File: src/rtl/primitive_arbiter.sv
// primitive_arbiter
//
// Round-robin arbiter sharing one field-arithmetic primitive among three
// sequencers (point-operation, Frobenius/tau, inversion). A requester owns the
// datapath for a whole session. A primitive operation still in flight when the
// owner releases is carried to completion in DRAIN.
//
// Ports:
//   clk_i              clock
//   rst_i              synchronous active-high reset
//   req_i[2:0]         per-requester session request, held for the session
//   cg0_i..cg2_i       requester control groups, bit 0 = en_primitive
//   done_primitive_i   one-cycle completion pulse from the primitive
//   control_group_o    control group presented to the datapath
//   grant_o[2:0]       registered one-hot grant, 0 when nobody owns
//   done_out_o[2:0]    done_primitive_i forwarded to the current owner only
//   busy_o             high while in OWN or DRAIN
//   op_count_o         saturating count of completions seen in OWN/DRAIN
module primitive_arbiter #(
    parameter int unsigned CG_W  = 9,
    parameter int unsigned CNT_W = 16
) (
    input  logic             clk_i,
    input  logic             rst_i,
    input  logic [2:0]       req_i,
    input  logic [CG_W-1:0]  cg0_i,
    input  logic [CG_W-1:0]  cg1_i,
    input  logic [CG_W-1:0]  cg2_i,
    input  logic             done_primitive_i,
    output logic [CG_W-1:0]  control_group_o,
    output logic [2:0]       grant_o,
    output logic [2:0]       done_out_o,
    output logic             busy_o,
    output logic [CNT_W-1:0] op_count_o
);

    typedef enum logic [1:0] {
        StIdle,
        StOwn,
        StDrain
    } state_e;

    state_e           state_q, state_d;
    logic [2:0]       grant_q, grant_d;
    logic [1:0]       last_q, last_d;
    logic             op_active_q, op_active_d;
    logic [CG_W-1:0]  cg_hold_q, cg_hold_d;
    logic [CNT_W-1:0] op_count_q, op_count_d;

    logic [CG_W-1:0]  owner_cg;
    logic             owner_req;
    logic [1:0]       sel_idx;
    logic [CG_W-1:0]  cg_mux;
    logic [2:0]       done_mux;

    // Owner's control group and request, selected by the registered grant.
    always_comb begin
        owner_cg  = '0;
        owner_req = 1'b0;
        unique case (grant_q)
            3'b001: begin owner_cg = cg0_i; owner_req = req_i[0]; end
            3'b010: begin owner_cg = cg1_i; owner_req = req_i[1]; end
            3'b100: begin owner_cg = cg2_i; owner_req = req_i[2]; end
            default: begin owner_cg = '0; owner_req = 1'b0; end
        endcase
    end

    // First set request scanning cyclically from last_q + 1.
    always_comb begin
        sel_idx = 2'd0;
        unique case (last_q)
            2'd0: begin
                if (req_i[1])      sel_idx = 2'd1;
                else if (req_i[2]) sel_idx = 2'd2;
                else               sel_idx = 2'd0;
            end
            2'd1: begin
                if (req_i[2])      sel_idx = 2'd2;
                else if (req_i[0]) sel_idx = 2'd0;
                else               sel_idx = 2'd1;
            end
            default: begin
                if (req_i[0])      sel_idx = 2'd0;
                else if (req_i[1]) sel_idx = 2'd1;
                else               sel_idx = 2'd2;
            end
        endcase
    end

    always_comb begin
        state_d   = state_q;
        grant_d   = grant_q;
        last_d    = last_q;
        cg_hold_d = cg_hold_q;
        cg_mux    = '0;
        done_mux  = '0;

        unique case (state_q)
            StIdle: begin
                if (req_i != 3'b000) begin
                    grant_d = 3'b001 << sel_idx;
                    last_d  = sel_idx;
                    state_d = StOwn;
                end
            end
            StOwn: begin
                cg_mux   = owner_cg;
                done_mux = grant_q & {3{done_primitive_i}};
                if (owner_req) begin
                    // Freezes once the owner lets go, so DRAIN replays the
                    // last control group issued under an active request.
                    cg_hold_d = owner_cg;
                end else if (!op_active_q || done_primitive_i) begin
                    state_d = StIdle;
                    grant_d = '0;
                end else begin
                    state_d = StDrain;
                    grant_d = '0;
                end
            end
            StDrain: begin
                // Keep en_primitive asserted so the in-flight op finishes.
                cg_mux = cg_hold_q | {{(CG_W-1){1'b0}}, 1'b1};
                if (done_primitive_i) begin
                    state_d = StIdle;
                end
            end
            default: begin
                state_d = StIdle;
                grant_d = '0;
            end
        endcase

        op_active_d = ~done_primitive_i &
                      (op_active_q | ((state_q == StOwn) & cg_mux[0]));

        op_count_d = op_count_q;
        if (done_primitive_i && (state_q != StIdle) && (op_count_q != {CNT_W{1'b1}})) begin
            op_count_d = op_count_q + 1'b1;
        end
    end

    always_ff @(posedge clk_i) begin
        if (rst_i) begin
            state_q     <= StIdle;
            grant_q     <= '0;
            last_q      <= 2'd2;
            op_active_q <= 1'b0;
            cg_hold_q   <= '0;
            op_count_q  <= '0;
        end else begin
            state_q     <= state_d;
            grant_q     <= grant_d;
            last_q      <= last_d;
            op_active_q <= op_active_d;
            cg_hold_q   <= cg_hold_d;
            op_count_q  <= op_count_d;
        end
    end

    // Reset blanks the datapath-facing outputs immediately, not just after the edge.
    assign control_group_o = rst_i ? '0 : cg_mux;
    assign done_out_o      = rst_i ? 3'b000 : done_mux;
    assign busy_o          = ~rst_i & (state_q != StIdle);
    assign grant_o         = grant_q;
    assign op_count_o      = op_count_q;

endmodule
File: config.mk
export PLATFORM = sky130hd
export DESIGN_NAME = primitive_arbiter
export DESIGN_NICKNAME = d
export VERILOG_FILES = /design/src/rtl/primitive_arbiter.sv
export SDC_FILE = /design/constraint.sdc
export NUM_CORES = 1
export LEC_CHECK = 0
export ABC_AREA = 0
export CAP_MARGIN = 25
export CORE_MARGIN = 4
export CORE_UTILIZATION = 47
export CTS_CLUSTER_SIZE = 14
export DETAILED_ROUTE_END_ITERATION = 10
export PLACE_DENSITY = 0.88
export SYNTH_ARGS = -nofsm -noshare
export SYNTH_HDL_FRONTEND = slang
export SYNTH_SLANG_ARGS = --single-unit
File: constraint.sdc
create_clock -name clk_i -period 3 [get_ports clk_i]
set_clock_uncertainty 0.2 [all_clocks]
set_input_delay 0.9 -clock clk_i [delete_from_list [all_inputs] [get_ports clk_i]]
set_output_delay 0.9 -clock clk_i [all_outputs]
set_load 0.1 [all_outputs]
Word-level counts from Yosys, hierarchy flattened
Index checks and enable logic that the tools add are counted. Widths: inputs -> output; s select.

Divide/modulo/power cells: 0. Shift operators: 1. Reduce and logical (&&, ||, !) cells: 12. Multiply operators: 0. Bitwise logic cells: 8. Order comparisons: 0. $add $sub $neg: 1. Muxes and demuxes: 21. Eq/ne operators: 10.

Operators with widths (number): $pmux 9 s3 (1); $mux 2 (9); $pmux 9 s2 (1); $add 16x1->16 const B (1); $ne 16x16->1 const B (1); $mux 3 (4); $mux 9 (1); $pmux 3 s3 (1); $ne 2x2->1 const B (3); $pmux 2 s3 (1); $reduce_and 3->1 (2); $eq 2x1->1 const B (2); $logic_not 2->1 (2); $pmux 2 s2 (1); $reduce_and 2->1 (2); $and 1x1->1 (3); $and 3x3->3 (1); $eq 3x1->1 const B (1); $eq 3x2->1 const B (1); $eq 3x3->1 const B (1); $not 1->1 (3); $pmux 1 s3 (1); $reduce_bool 3->1 (1); $shl 1x2->3 const A (1); other kinds (7) (8).

Memory bits (writable): 0. ROM bits: 0. Latch bits: 0. Output and inout bits: 32. Logic and storage cells: 59. Memories kept: 0. Flip-flop bits (word level): 33.

Logic depth before layout (Yosys ltp)
Gate-level depths: netlist of the first run.

Depth in word-level cells: 6. Mapped depth: 7. Depth with buffers taken out: 6.

Worst setup path after synthesis of the first run
OpenSTA, ideal clock, no wires.

Kind: reg2out. From: register grant_q[1], in the netlist grant_o[1]. To: output control_group_o[8]. Cell stages (with the launch flop): 7. Data required time: 1.900 ns. Setup slack: -1.507 ns. Arrival time: 3.407 ns. Path through: dfxtp_1 clkbuf_1 clkbuf_1 nand3b_1 a21oi_1 o21ai_0 a21oi_1.

Word-level cells in the longest chain between the ends: 4. Elaborated cells between the ends (all ways): 6. Classes of those cells: eq/ne (3); mux (3).

RTL lines: start: declaration (RTL line 44) `logic [2:0] grant_q, grant_d;`; start signal: assignment (RTL line 153) `grant_q <= grant_d;`; $eq 3x3->1, or another cell as far along (RTL line 60) `unique case (grant_q)`; $pmux 9 s3 * (RTL line 60); $pmux 9 s2 * (RTL line 98) `unique case (state_q)`; $mux 9 * (RTL line 162) `assign control_group_o = rst_i ? '0 : cg_mux;`; end: declaration (RTL line 30) `output logic [CG_W-1:0] control_group_o,`.

Mark *: on every way between the ends. The rest lies on a longest branch, timed or not.

Worst setup path after layout of the first run
From: input cg1_i[1]. To: output control_group_o[1].

Word-level cells in the longest chain between the ends: 3.

RTL lines: start: declaration (RTL line 27) `input logic [CG_W-1:0] cg1_i,`; $pmux 9 s3 (RTL line 60); $pmux 9 s2 (RTL line 98); $mux 9 (RTL line 162).

No other way between the ends.

==> summary.txt, run 1 <==
Run status
  – Status: finished, violations left
  – Failing checks: negative setup slack

Floorplanning
  – Core ar.: 4414 um2
  – Die area: roughly 5800 um2
  – Std-Cell Rows: 24
  – I/O pin cnt: 65
  – Die height: around 76 um
  – Die W: between 70 and 80 um
  – Initial cell density of the core: 0.4912

Pwr
  – Sequential power share: 0.366
  – Static Leak: 1.384 nW
  – Net Sw Power: about 450 uW
  – Total power draw: between 1 and 1.5 mW
  – Clock Power Share: 0.308
  – Comb power frac: 0.326
  – Internal power: 816.1 uW
  – Max IR drop VDD: 0.3793 mV
  – Switching share of power: 0.3552
  – Power density cells: between 300 and 400 nW/um2

Clock network
  – CTS tree: yes
  – Clock root buffer master: clkbuf_8
  – Clock transition at path regs: 0.07 ns
  – Hold buffers post-CTS: 0
  – Clock sink count: 32
  – CTS max path bufs: 2
  – H-tree Lvls: 2
  – CTS buffer count: 5
  – Worst-skew pair later-pin latency: ~0.29 ns

Synth
  – EDFF count, synth: 0
  – Synth Cell Area: 2168 um2
  – Netlist cell types: just under 50
  – Prevailing post-synth register cell: dfxtp_1
  – Post-Syn Area per Cell: approximately 7.9 um2
  – Count leader, synth: a21oi_1
  – Synth warn: 0
  – Synth Area in Simple Gates: 0.3543
  – Mux cell area share after synthesis: 0.04385
  – Sequential fraction of the synthesis area: 0.2954
  – Commonest cells in the synthesized netlist: 37 x a21oi_1, 32 x dfxtp_1, 26 x nand2_1, 16 x nand3b_1, 15 x o21ai_0
  – Synth Area in Compound Gates: 0.2325
  – Dominant combinational cell family by area after synthesis: simple AND/OR/NAND/NOR gates
  – Post-synth ARST share: 0
  – Synth area leader: dfxtp_1
  – Mapped Nets: 311
  – FF+latch count, synth: 32
  – Main area contributors after synthesis: dfxtp_1 30%, a21oi_1 8.5%, nand3b_1 5.5%, nand2_1 4.5%, and2_1 3.5%
  – Cells after Synth: about 270
  – Xor and xnor area share after synthesis: 0
  – Synth Area in Adders: 0.02308
  – Post-synth top area share: 0.2954

Critical path
  – Critical path peak fanout: 2
  – Critical Path Source Type: input pin
  – Crit path required time: 1.90 ns
  – Crit. End Element: primary output
  – CP Class: in2out
  – WP data arrival: 1.92 ns

Placed design
  – GP Congestion: approximately 0.8
  – Count of input and output buffers: 64
  – DP HPWL: 4752 um
  – Cell Area, Placed: roughly 3200 um2

STA
  – Final setup TNS: -0.02158 ns
  – Endpoints failing hold: 0
  – Final worst path period share: 1.005
  – Max_slew headroom: 0.5155
  – Fmax: roughly 0.33 GHz
  – Final setup viols: 2
  – PnR worst setup slack: -0.01578 ns
  – WHS: approximately 0.28 ns
  – Final max-slew violation count: 0
  – Post-layout min period: between 3 and 4 ns
  – Tightest Pin Transition: 0.7207 ns

Drt
  – Residual DRC: 0
  – Antenna-violating nets left: 0
  – Vias: approximately 2800
  – Routed len/inst: around 22 um
  – Routed WL: approximately 9000 um
  – Via density: approximately 6.5
  – Starting DRT DRC Count: between 300 and 400
  – Drt first pass iters: 5

Cells and area
  – Layout cells sized above 1: 0.3733
  – Nets: 403
  – Synthesis-to-finish area growth: 66.82%
  – Final instance area: roughly 3600 um2

Job
  – Max_cap viols: 0

Global routing
  – Overflow after GRT: 0
  – Initial antenna violation count: 1
  – Number of global-route vias before repair: approximately 2400
  – Largest net degree at the start of global routing: 30
  – Gr usage total: 0.2413
  – First-pass GRT wire length: approximately 12000 um

Hold path
  – Type of the worst min-delay path: reg2reg
==> power groups by stage <==
stage / Clock [mW] / Sequential [mW] / Combinational [mW]
global route: 0.410 / 0.466 / 0.429
floorplan: 0 / 0.499 / 0.180
finish: 0.390 / 0.463 / 0.412
global placement: 0 / 0.477 / 0.306
CTS: 0.392 / 0.473 / 0.339
detailed placement: 0 / 0.478 / 0.316
==> cells by family (layout without fill, tap and decap cells) <==
logic type               count (synthesis)  count (layout)
AO/OA/AOI/OAI                           78              78
adder cells (fa/ha/maj)                  4               4
buffers and inverters                   27             119
flip-flops                              32              32
multiplexers                             9               9
other                                    0               1
AND/OR/NAND/NOR                        124             125
==> state kept, by name (all words and copies together), names as in the netlist <==
name and count:
last_q 2, grant_o 3, state_q 2, cg_hold_q 8, op_active_q 1, op_count_o 16
==> worst paths after layout <==
kind                   start                  to  slack (ns)  depth (start not counted)
setup / recovery    cg1_i[1]  control_group_o[1]       -0.02                          6
hold / removal     last_q[0]           last_q[0]        0.28                          2
hold reg to reg    last_q[0]           last_q[0]        0.28                          2
setup reg to reg  state_q[0]      op_count_o[10]        0.57                          7
==> metrics by stage <==
step / cells / utilization / setup slack [ns]
after floorplan: 274 / - / -0.04929
after global placement: 393 / 0.7191 / -0.3038
after detailed placement: 393 / 0.7191 / -0.3561
after CTS: 406 / 0.7690 / -0.05210
after global routing: 420 / 0.8194 / -0.04116
final: 420 / 0.8194 / -0.01578
==> worst max-delay path, stage by stage <==
cell and delay [ns]:
dlygate4sd2_1 0.19, nand3b_1 0.10, a21oi_2 0.26, o21ai_4 0.10, a21oi_4 0.18, buf_12 0.19
==> timing repair <==
action / in CTS / in global routing
setup buffers: 4 / 12
resized for setup: 61 / 28
setup endpoints to repair: 13 / 9
endpoints found under the hold margin: 0 / 0
pin swaps: 29 / 18
gates cloned: 1 / 1
==> metal layers <==
layer  vias to the layer above  part of all wire  GRT usage
met2                       169              0.50     0.4375
met4                         0             0.064    0.07651
met5                         -                 0          0
met3                        59             0.063    0.04265
met1                      1307              0.37     0.2831
li1                       1215                 -          -
==> final cells by class <==
| type | count | area, um2 |
|---|---|---|
| Inverter | 11 | 41.29 |
| Timing Repair Buffer | 100 | 1022 |
| Clock buffer | 6 | 93.84 |
| Tap cell | 52 | 65.06 |
| Clock inverter | 2 | 12.51 |
| Antenna cell | 1 | 2.502 |
| Fill cell | 241 | 797.0 |
| Sequential cell | 32 | 651.9 |
| Multi-Input combinational cell | 216 | 1728 |
==> layout by cell type (no fill, tap or decap), types with 2 or more instances in the layout <==
cell type	count
nor2b_1	5
clkdlybuf4s50_1	3
a31oi_1	4
buf_4	52
clkbuf_8	6
nand3b_1	16
buf_12	14
and2_4	11
nor2_1	8
a21oi_4	9
o31ai_1	7
clkbuf_16	2
a21oi_2	8
dfxtp_4	3
or4_1	7
dlymetal6s2s_1	8
ha_1	3
nor3_1	10
a21oi_1	20
dfxtp_1	29
mux2i_1	5
mux2_1	4
nor3b_4	2
dlygate4sd2_1	14
nand4_1	6
or3_1	6
o21ai_0	6
inv_1	10
nand2_1	25
nor4_1	9
o311ai_2	2
nor4bb_1	2
clkdlybuf4s15_1	5
o21ai_4	8
o2111ai_1	3
Note: power is estimated with default switching activity, not from simulation.
==> run 2: changes to the inputs <==
- CORE_UTILIZATION: 47 -> 49
- CTS_BUF_LIST: not set -> sky130_fd_sc_hd__clkbuf_2 sky130_fd_sc_hd__clkbuf_4 sky130_fd_sc_hd__clkbuf_8
- PLACE_DENSITY: 0.88 -> 0.91
==> run 2 against run 1 <==
Against the previous run: highest routed layer unchanged; the flow still finishes with violations (negative setup slack); worst setup slack worse by 0.050 ns; die area is 3.7% lower; sequential cell count stayed put; clock power is 14% lower; count of clock-buffer cells in the layout is 1 lower; hold slack worse by 0.0053 ns; final cell count is 1.4% lower; cell area is 3.7% lower; sequential share of layout area is 0.70 points higher; critical path type unchanged; register-to-register slack better by 0.03 ns; combinational power is 6.8% lower; via count is 3.1% lower; largest cell class unchanged.
==> summary.txt, run 2 (synthesis gave the netlist of run 1 again) <==
Cells and area
  – Nets: 400
  – Commonest non-fill, non-tap cells in the layout: 51 x buf_4, 29 x dfxtp_1, 25 x nand2_1
  – Register area: approximately 650 um2
  – Layout cells sized above 1: 0.3709
  – Most common cell after layout, fill and taps aside: buf_4
  – Final core utilization: 0.8403
  – Synthesis-to-finish area growth: 60.59%
  – Fill cell count: 218
  – Antenna Cells: 0
  – Multi-input gate area: approximately 1700 um2
  – Max reg flops: 16

Global routing
  – Overflow after GRT: 0
  – Met3 Usage GRT: 0.05135
  – First-pass GRT wire length: ~12000 um
  – Initial antenna violation count: 0
  – Most Used Layer, Global Route: met2
  – Gr usage total: 0.2881
  – GR Util met1: 0.3533
  – Routing usage on met2: 0.4907
  – Number of global-route vias before repair: 2607
  – Largest net degree at the start of global routing: 30

Drt
  – Residual DRC: 0
  – Vias: between 2000 and 3000
  – Routed len/inst: approximately 19 um
  – Starting DRT DRC Count: 300
  – Via density: between 6 and 7
  – Drt first pass iters: 6
  – Routed WL: 7922 um
  – Antenna-violating nets left: 0

Placed design
  – DP HPWL: 5150 um
  – GP Congestion: 0.8471
  – Count of input and output buffers: 64

Clock network
  – Hold buffers post-CTS: 0
  – CTS max path bufs: 2
  – Clock root buffer master: clkbuf_8
  – CTS buffer count: 5
  – Worst-skew pair later-pin latency: between 0.2 and 0.3 ns
  – H-tree Lvls: 2
  – Clock sink count: 32
  – Clock transition at path regs: approximately 0.070 ns
  – CTS tree: yes

Job
  – Max_cap viols: 0

STA
  – Max_slew headroom: 0.4412
  – Post-layout min period: just over 3 ns
  – Final worst path period share: 1.022
  – Final max-slew violation count: 0
  – Endpoints failing hold: 0
  – Fmax: 0.3262 GHz
  – RSZ-0062 raised after global routing: yes
  – Final setup viols: 6
  – PnR worst setup slack: -0.06580 ns
  – WHS: ~0.27 ns
  – Tightest Pin Transition: between 0.8 and 0.9 ns

Run status
  – Failing checks: negative setup slack
  – Status: finished, violations left

Pwr
  – Static Leak: around 1.3 nW
  – Clock Power Share: 0.284
  – Sequential power share: 0.390
  – Max IR drop VDD: approximately 0.34 mV
  – Comb power frac: 0.326
  – Internal power: roughly 760 uW
  – Power density cells: between 300 and 400 nW/um2
  – Switching share of power: 0.3594
  – Net Sw Power: between 400 and 500 uW

Floorplanning
  – Std-Cell Rows: 23
  – Die W: 74.52 um
  – Initial cell density of the core: 0.5232
  – Die height: 74.52 um
  – Core ar.: 4144 um2
  – I/O pin cnt: 65
  – Die area: between 5000 and 6000 um2

Critical path
  – Crit path required time: ~1.9 ns
  – Sequence of cells on the critical path: clkdlybuf4s50_1 > and2_4 > o21ai_4 > a21oi_4 > buf_12
  – Critical path peak fanout: 2
  – CP Class: in2out
  – Crit path buf inv count: 2
  – CP top delay family: buffers and inverters
  – Max incr delay on CP: ~0.48 ns
  – Critical Path Source Type: input pin
  – WP data arrival: 1.97 ns
  – Crit. End Element: primary output
  – CP max stage cell: clkdlybuf4s50_1

Hold path
  – Type of the worst min-delay path: reg2reg
[run 2: tightest hold or removal path, stage by stage (launching register included)]
cell	delay (ns)
dfxtp_1	0.32
nand2_1	0.06
a21oi_1	0.05
[run 2: per-layer routing]
| metal | vias up | part of all wire |
|---|---|---|
| li1 | 1208 | - |
| met1 | 1289 | 0.38 |
| met2 | 133 | 0.51 |
| met3 | 34 | 0.066 |
| met4 | 0 | 0.038 |
| met5 | - | 0 |
[run 2: metrics by stage]
| stage | instance area, um2 | worst slack [ns] | TNS [ns] | cells | power (mW) |
|---|---|---|---|---|---|
| CTS | 3403 | -0.05481 | -0.2315 | 408 | 1.151 |
| global route | 3482 | -0.08476 | -0.3720 | 414 | 1.228 |
| detailed placement | 3194 | -0.3864 | -3.608 | 394 | 0.7985 |
| finish | 3482 | -0.06580 | -0.2238 | 414 | 1.180 |
| global placement | 3194 | -0.3096 | -3.099 | 394 | 0.7872 |
| floorplan | 2322 | -0.04929 | -0.2789 | 274 | 0.6793 |
[run 2: worst paths after layout]
kind / startpoint / to / slack [ns] / depth (start not counted)
setup / recovery: cg2_i[8] / control_group_o[8] / -0.07 / 5
setup reg to reg: state_q[0] / op_count_o[14] / 0.60 / 6
hold reg to reg: last_q[0] / last_q[0] / 0.27 / 2
hold / removal: last_q[0] / last_q[0] / 0.27 / 2
[run 2: timing repair]
| action | in CTS | in global routing |
|---|---|---|
| endpoints found under the hold margin | 0 | 0 |
| resized for setup | 62 | 13 |
| setup endpoints to repair | 13 | 12 |
| buffers inserted | 6 | 6 |
| gates cloned | 0 | 0 |
| pin swaps | 29 | 10 |
[run 2: area by class of cell]
class	instances	share of cell area
Multi-Input combinational cell	215	0.4826
Sequential cell	32	0.1872
Tap cell	50	0.01797
Clock buffer	5	0.01976
Timing Repair Buffer	98	0.2752
Inverter	11	0.01186
Clock inverter	3	0.005390
[run 2: power groups by stage]
stage / clock, mW / combinational, mW / sequential, mW
floorplan: 0 / 0.180 / 0.499
global placement: 0 / 0.314 / 0.473
detailed placement: 0 / 0.323 / 0.476
CTS: 0.336 / 0.349 / 0.466
global route: 0.360 / 0.404 / 0.463
finish: 0.335 / 0.384 / 0.460
